--- src/rtl/prod_accum.sv ---
// Frame accumulator behind the 2x2 multiplier: sums 4-bit products per frame and hands the total out on valid/ready.
// Optional macro PROD_ACCUM_SAT_EN: saturate the accumulator instead of wrapping.
//
// state | meaning
// IDLE  | no frame in progress, acc/cnt/ovf cleared
// ACC   | frame in progress, waiting for more beats
// DONE  | holding a completed frame result
module prod_accum #(
  parameter int ACC_W     = 8,
  parameter int MAX_BEATS = 16,
  parameter int CNT_W     = $clog2(MAX_BEATS + 1)
) (
  input  logic             clk,
  input  logic             rst_n,
  input  logic             in_valid,
  output logic             in_ready,
  input  logic [3:0]       in_prod,
  input  logic             in_last,
  output logic             out_valid,
  input  logic             out_ready,
  output logic [ACC_W-1:0] out_sum,
  output logic [CNT_W-1:0] out_count,
  output logic             out_ovf
);

  typedef enum logic [1:0] {IDLE, ACC, DONE} state_t;

  localparam logic [CNT_W-1:0] CNT_MAX = CNT_W'(MAX_BEATS);

  state_t           state;
  logic [ACC_W-1:0] acc;
  logic [CNT_W-1:0] cnt;
  logic             ovf;

  logic [ACC_W:0]   sum_ext;
  logic             carry;
  logic [ACC_W-1:0] acc_nxt;
  logic [CNT_W-1:0] cnt_nxt;
  logic             beat;
  logic             close;

  assign in_ready = (state != DONE);
  assign beat     = in_valid & in_ready;
  assign sum_ext  = {1'b0, acc} + {{(ACC_W-3){1'b0}}, in_prod};
  assign carry    = sum_ext[ACC_W];
  assign cnt_nxt  = cnt + CNT_W'(1);
  assign close    = in_last | (cnt_nxt == CNT_MAX);

`ifdef PROD_ACCUM_SAT_EN
  // once saturated, the sticky ovf keeps acc pinned for the rest of the frame
  assign acc_nxt = (carry | ovf) ? '1 : sum_ext[ACC_W-1:0];
`else
  assign acc_nxt = sum_ext[ACC_W-1:0];
`endif

  // the running registers double as the result registers; they freeze in DONE
  assign out_sum   = acc;
  assign out_count = cnt;
  assign out_ovf   = ovf;

  always_ff @(posedge clk or negedge rst_n) begin
    if (!rst_n) begin
      state     <= IDLE;
      acc       <= '0;
      cnt       <= '0;
      ovf       <= 1'b0;
      out_valid <= 1'b0;
    end else begin
      case (state)
        IDLE, ACC: begin
          if (beat) begin
            acc <= acc_nxt;
            cnt <= cnt_nxt;
            ovf <= ovf | carry;
            if (close) begin
              state     <= DONE;
              out_valid <= 1'b1;
            end else begin
              state <= ACC;
            end
          end
        end
        DONE: begin
          if (out_ready) begin
            state     <= IDLE;
            out_valid <= 1'b0;
            acc       <= '0;
            cnt       <= '0;
            ovf       <= 1'b0;
          end
        end
        default: begin
          state     <= IDLE;
          out_valid <= 1'b0;
        end
      endcase
    end
  end

endmodule

--- config.mk ---
export PLATFORM = sky130hd
export DESIGN_NAME = prod_accum
export DESIGN_NICKNAME = d
export VERILOG_FILES = /design/src/rtl/prod_accum.sv
export SDC_FILE = /design/constraint.sdc
export NUM_CORES = 1
export LEC_CHECK = 0
export CORE_ASPECT_RATIO = 0.6
export CORE_MARGIN = 1
export CORE_UTILIZATION = 40
export DETAILED_ROUTE_END_ITERATION = 10
export PLACE_DENSITY_LB_ADDON = 0.15
export SLEW_MARGIN = 20
export SYNTH_ARGS = -nofsm -noshare
export SYNTH_HDL_FRONTEND = slang
export SYNTH_SLANG_ARGS = --single-unit
--- constraint.sdc ---
create_clock -name clk -period 4.3 [get_ports clk]
set_clock_uncertainty 0.15 [all_clocks]
set_input_delay 1.29 -clock clk [delete_from_list [all_inputs] [get_ports clk]]
set_output_delay 1.29 -clock clk [all_outputs]
set_load 0.005 [all_outputs]
==> summary.md, run 1 <==
| Metric | Value |
|---|---|
| Crit path DAT | about 3000 ps |
| Comb pwr share | 42.5% |
| Slew headroom | about half |
| Tcrit/Tclk final | 70.59% |
| Post-synthesis mux area share | 2.171% |
| Internal power | 0.0004440 W |
| Min Tclk post-route | 3035 ps |
| DRC marker count from the first detailed-route iteration | 20 |
| Library cells used by synthesis | 32 |
| Worst Path Buf+Inv | 1 |
| Slowest stage cell, crit path | fa_1 |
| IO Pins | 25 |
| Drt drc | 0 |
| Clk Latency, worst-skew pair | 250 ps |
| Die W | between 60 and 70 um |
| Top FF cell, synth | dfrtp_1 |
| Port Buffers | 24 |
| Synth Net Count | 109 |
| Layout cell share with drive strength beyond 1 | under 10% |
| Setup violators final | 0 |
| CTS root buffer | clkbuf_8 |
| Core area | approximately 2200 um^2 |
| Initial Util | a little over two fifths |
| Via count | 796 |
| Inst Count DP | ~150 |
| Post-CTS sizing | 0 |
| Crit-path leading delay family | adder cells |
| Fin cells | roughly 150 |
| Total grt overflow | 0 |
| Area Growth Syn to Fin | 33.38% |
| Post-synthesis sequential area ratio | 46.13% |
| Syn Inst Count | 94 |
| Number of hold violations in the final report | 0 |
| Gpl congestion | between 0.7 and 0.8 |
| CP Capture Type | flop |
| Seq pwr share | about two fifths |
| DP HPWL | between 1000 and 1500 um |
| Net Switching | 0.0002419 W |
| Worst Path Class, Setup | in -> reg |
| CTS tree | built |
| Post-DR wirelength/cell | around 14 um |
| Synth async-reset ratio | 100.0% |
| Routed Antenna Nets | 0 |
| Clk buf depth | 2 |
| EDFF count, synth | 0 |
| Simple-Gate Fraction of Synth Area | 18.86% |
| MaxCap Viol Count | 0 |
| RSZ-0062 raised after global routing | no |
| # H-tree levels | 1 |
| Initial antenna violation count | 0 |
| Postcts setup bufs | 0 |
| Worst-path fanout max | 5 |
| Syn Std Cell Area | 922.1 um^2 |
| Ys Warns | 0 |
| WL final | 2018 um |
| F_max | 0.3295 GHz |
| CP Cell Sequence | clkdlybuf4s50_1, ha_1, fa_1, a21o_1, a21oi_2, nor2_1, o21a_1 |
| Lkg Pwr | 0.5493 nW |
| Syn_area_per_cell | 9.810 um^2 |
| Net Sw Frac | 35.27% |
| Slew @ Worst Pin | approximately 750 ps |
| Compound-Gate Fraction of Synth Area | 19.27% |
| Xor/xnor share of the synthesized area | 2.849% |
| # diodes | 0 |
| Max VDD drop | slightly above 0.0003 V |
| Required @ worst endpoint | 4300 ps |
| First-pass GRT wire length | between 3000 and 4000 um |
| Main combinational cell family by area after synthesis | compound AO/OA/AOI/OAI gates |
| Die H | around 40 um |
| Detailed Routing Iterations Pass 1 | 4 |
| Power Density | 557.6 nW/um^2 |
| Clock slew at reported path FFs | 70 ps |
| Vias in the first global route | 695 |
| Num CTS Buffers | 3 |
| Largest net degree at the start of global routing | 18 |
| Clock Sinks | 17 |
| Via density | 5.342 |
| Adder-Cell Fraction of Synth Area | about 9.0% |
| Nets@finish | 135 |
| # rows | 13 |
| Total Routing Usage GR | 17.69% |
| CP max stage delay | 420 ps |
| Clock power share | between 10% and 20% |
| Die area | roughly 2500 um^2 |
| HP Class | reg -> reg |
| #FFs+latches synth | 17 |
| CTS Hold Buffers Added | 0 |
| Setup TNS | 0 ps |
| Final Max Tran Viols | 0 |
| Status | finished, final reports clean |
| Setup crit start kind | input port |
## through the flow
stage,hold WS (ps),util [%],area [um^2],power (W),worst slack (ps)
2_1_floorplan,337.4,-,922.1,0.0004204,1520
3_3_place_gp,332.8,54.71,1184,0.0005616,1031
3_5_place_dp,352.8,54.71,1184,0.0005687,1008
4_1_cts,361.4,56.85,1230,0.0006903,1276
5_1_grt,389.7,56.85,1230,0.0007372,1216
6_report,349.9,56.85,1230,0.0006858,1265
## registers in the layout (all words and copies together) (netlist names)
signal     cells
out_sum        8
out_count      5
state          2
out_ovf        1
out_valid      1
## power groups by stage
stage / sequential (W) / clock, W / combinational, W
floorplan: 0.000271 / 0 / 0.000150
global placement: 0.000275 / 0 / 0.000287
detailed placement: 0.000278 / 0 / 0.000291
CTS: 0.000276 / 0.000121 / 0.000294
global route: 0.000284 / 0.000127 / 0.000326
finish: 0.000276 / 0.000118 / 0.000291
## worst register-to-register path: stages, from the launching register on
cell,delay [ps]
dfrtp_1,400
ha_1,220
fa_1,420
a21o_1,210
a21oi_2,240
nor2_1,80
o21a_1,160
## synthesized netlist by cell type, drive strengths merged, types with 2 or more instances
cell type	number	area, um^2
ha	5	62.56
nand3	11	55.05
mux2i	2	20.02
dfrtp	17	425.4
a21oi	3	18.77
nor2	3	11.26
o31ai	2	15.01
a21o	3	22.52
nand2b	2	12.51
o21ai	9	45.04
buf	2	12.51
nand2	13	48.80
a211oi	2	15.01
xor2	2	17.52
o211ai	2	15.01
nor2b	2	12.51
## final cells by class
type                       count  area [um^2]
multi-input combinational     74        480.5
clock inverter                 1        5.005
tap                           30        37.54
fill                         195        933.4
sequential                    17        425.4
clock buffer                   3        41.29
timing repair buffer          24        240.2
## metal layers
layer  part of all wire, %  global-route usage (%)  up-vias
met5                     0                       0        -
met4                  0.64                   5.114        0
met3                   3.7                   5.294        2
met2                    42                   25.27       16
met1                    53                   25.41      383
li1                      -                       -      395
## final timing paths
kind                                 start           end  slack [ps]  cells past startpoint
worst max-delay path            in_prod[0]       out_ovf        1260                      7
worst min-delay path            out_sum[7]    out_sum[7]         350                      1
worst max register to register  out_sum[0]       out_ovf        2320                      6
worst min register to register  out_sum[7]    out_sum[7]         350                      1
max in group asynchronous            rst_n    out_sum[1]        2200                      1
min in group asynchronous            rst_n  out_count[0]        1330                      1
## kinds of logic (layout without fill, tap and decap cells)
| family | Yosys count | count (layout) |
|---|---|---|
| and+or+nand+nor | 36 | 36 |
| AOI/OAI and AO/OA | 27 | 27 |
| DFF | 17 | 17 |
| adders and majority gates | 6 | 6 |
| xor gates and xnor gates | 3 | 3 |
| buffers and inverters | 3 | 28 |
| muxes | 2 | 2 |
## cell usage in the layout, fill, tap and decap left out, types with 2 or more instances in the layout
cell type	n
a211oi_1	2
a21o_1	3
a21oi_1	2
clkbuf_8	3
clkdlybuf4s50_1	24
dfrtp_1	17
ha_1	5
mux2i_1	2
nand2_1	13
nand2b_1	2
nand3_1	11
nor2_1	3
nor2b_1	2
o211ai_1	2
o21ai_0	9
o31ai_1	2
xor2_1	2
No activity file was read; power rests on OpenSTA's default activity.
==> run 2, diff against run 1 <==
clock period = 2.8 ns   (was 4.3 ns; I/O delays follow)
==> summary.md, run 2 (same netlist as run 1, synthesis figures left out) <==
| Metric | Value |
|---|---|
| Status | finished, final reports clean |
| # H-tree levels | 1 (unchanged) |
| CTS Hold Buffers Added | 0 (unchanged) |
| Setup violators final | 0 (unchanged) |
| Fill cells | 197 (+1.0%) |
| Detailed Routing Iterations Pass 1 | 4 (unchanged) |
| DRC marker count from the first detailed-route iteration | 40 (+100%) |
| Postcts setup bufs | 0 (unchanged) |
| DP HPWL | 1487 um (+0.42%) |
| Area Growth Syn to Fin | 38.13% |
| Tcrit/Tclk final | 91.35% |
| Setup TNS | 0 ps (unchanged) |
| Slew headroom | 75.47% (+26 points) |
| RR Endpoint | out_ovf |
| Die H | 39.19 um (unchanged) |
| Lkg Pwr | 0.5756 nW (+4.8%) |
| First-pass GRT wire length | 3332 um (+4.1%) |
| CTS tree | built |
| WL met1 | 1014 um (-6.0%) |
| Pwr Total | 0.001059 W (+54%) |
| Largest net degree at the start of global routing | 18 (unchanged) |
| Slew @ Worst Pin | 367.2 ps (-384.7 ps) |
| Post-DR wirelength/cell | 12.37 um (-8.7%) |
| Routed length on met3 | 94 um (+27%) |
| Routed Antenna Nets | 0 (unchanged) |
| Most common cell after layout, fill and taps aside | clkdlybuf4s50_1 |
| R2r setup slk | 850 ps (-1470 ps) |
| Worst Path Class, Setup | in -> reg |
| RSZ-0062 raised after global routing | no |
| Vias in the first global route | 729 (+4.9%) |
| Gpl congestion | 0.7088 (-9.3%) |
| Wire length on met2 | 786 um (-7.5%) |
| Die area | 2508 um^2 (unchanged) |
| Final design utilization | 58.88% (+2.0 points) |
| Total Routing Usage GR | 18.85% (+1.2 points) |
| F_max | slightly below 0.4 GHz |
| IO Pins | 25 (unchanged) |
| Total grt overflow | 0 (unchanged) |
| Top Metal Used | met4 |
| Most frequent cells in the layout | 24 x clkdlybuf4s50_1, 17 x dfrtp_1, 13 x nand2_1 |
| Clock slew at reported path FFs | 60 ps (about the same) |
| Worst Hold Path Cells | 1 (unchanged) |
| Multi-input gate area | 480.5 um^2 (unchanged) |
| Layout cell share with drive strength beyond 1 | 8.800% (+3.8 points) |
| # rows | 13 (unchanged) |
| Power Density | 831.1 nW/um^2 (+49%) |
| Num CTS Buffers | 3 (unchanged) |
| Crit path DAT | 2550 ps (-480 ps) |
| Min Tclk post-route | 2558 ps |
| MaxCap Viol Count | 0 (unchanged) |
| Post-CTS sizing | 0 (unchanged) |
| HP Class | reg -> reg |
| Setup crit start kind | input port |
| Clock Sinks | 17 (unchanged) |
| Reg-to-reg startpoint | out_sum[0] |
| Core area | 2163 um^2 (unchanged) |
| Die W | 63.99 um (unchanged) |
| # diodes | 0 (unchanged) |
| Required @ worst endpoint | 2790 ps (-1510 ps) |
| Port Buffers | 24 (unchanged) |
| Largest register FFs | 8 (unchanged) |
| CTS root buffer | clkbuf_8 |
| Final Max Tran Viols | 0 (unchanged) |
| Via count | 795 (-0.13%) |
| Initial antenna violation count | 0 (unchanged) |
| Initial Util | 42.63% (unchanged) |
| Via density | 5.129 (-4.0%) |
| Number of hold violations in the final report | 0 (unchanged) |
| Nets@finish | 141 (+4.4%) |
| Worst reg2reg path depth | 6 (unchanged) |
| Worst Setup SP | in_prod[0] |
| Max VDD drop | 0.0003779 V (+23%) |
| Clk buf depth | 2 (unchanged) |
| CP Capture Type | flop |
| Clk Latency, worst-skew pair | 250 ps (about the same) |
| Worst-path fanout max | 5 (unchanged) |
| End of the critical path | out_ovf |
| WL final | 1917 um (-5.0%) |
| Drt drc | 0 (unchanged) |
| Seq. cell area | 425.4 um^2 (unchanged) |
-- run 2: changes by cell type in the layout (fill, tap and decap cells not counted), sizes merged --
cell	delta
buf	+6
clkinv	-1
clkbuf	+1
-- run 2: where the power goes --
| group | total [W] | switching [W] | internal [W] |
|---|---|---|---|
| clock | 0.000179 | 0.0000781 | 0.000101 |
| combinational | 0.000460 | 0.000187 | 0.000274 |
| sequential | 0.000419 | 0.0000953 | 0.000324 |
-- run 2: worst max-delay path, stage by stage --
cell,delay [ps]
clkdlybuf4s50_1,400
ha_1,230
fa_1,400
a21o_1,210
a21oi_2,220
nor2_1,80
o21a_1,170
-- run 2: final cells by class --
| class | instances | area share, % |
|---|---|---|
| Timing Repair Buffer | 30 | 22.40 |
| Multi-Input combinational cell | 74 | 37.72 |
| Clock buffer | 4 | 3.536 |
| Sequential cell | 17 | 33.40 |
| Tap cell | 30 | 2.947 |
-- run 2: how the worst min path moves through the flow --
stage               start    endpoint  slack [ps]
6_report       out_sum[7]  out_sum[7]         350
5_1_grt           out_ovf     out_ovf         400
4_1_cts        out_sum[7]  out_sum[7]         370
3_5_place_dp   out_sum[7]  out_sum[7]         360
3_3_place_gp   out_sum[7]  out_sum[7]         340
2_1_floorplan     out_ovf     out_ovf         340
-- run 2: per-layer routing --
layer,vias to the layer above,global-route usage (%)
li1,409,-
met1,364,25.94
met2,18,27.13
met3,4,6.471
met4,0,6.818
met5,-,0
-- run 2: per-stage QoR --
step / area (um^2) / std cells / hold slack, ps / setup slack, ps
after floorplan: 922.1 / 94 / 337.4 / 469.9
after global placement: 1229 / 151 / 335.7 / 20.16
after detailed placement: 1229 / 151 / 360.4 / 1.649
after CTS: 1274 / 155 / 367.4 / 254.9
after global routing: 1274 / 155 / 395.2 / 172.6
final: 1274 / 155 / 354.9 / 242.2
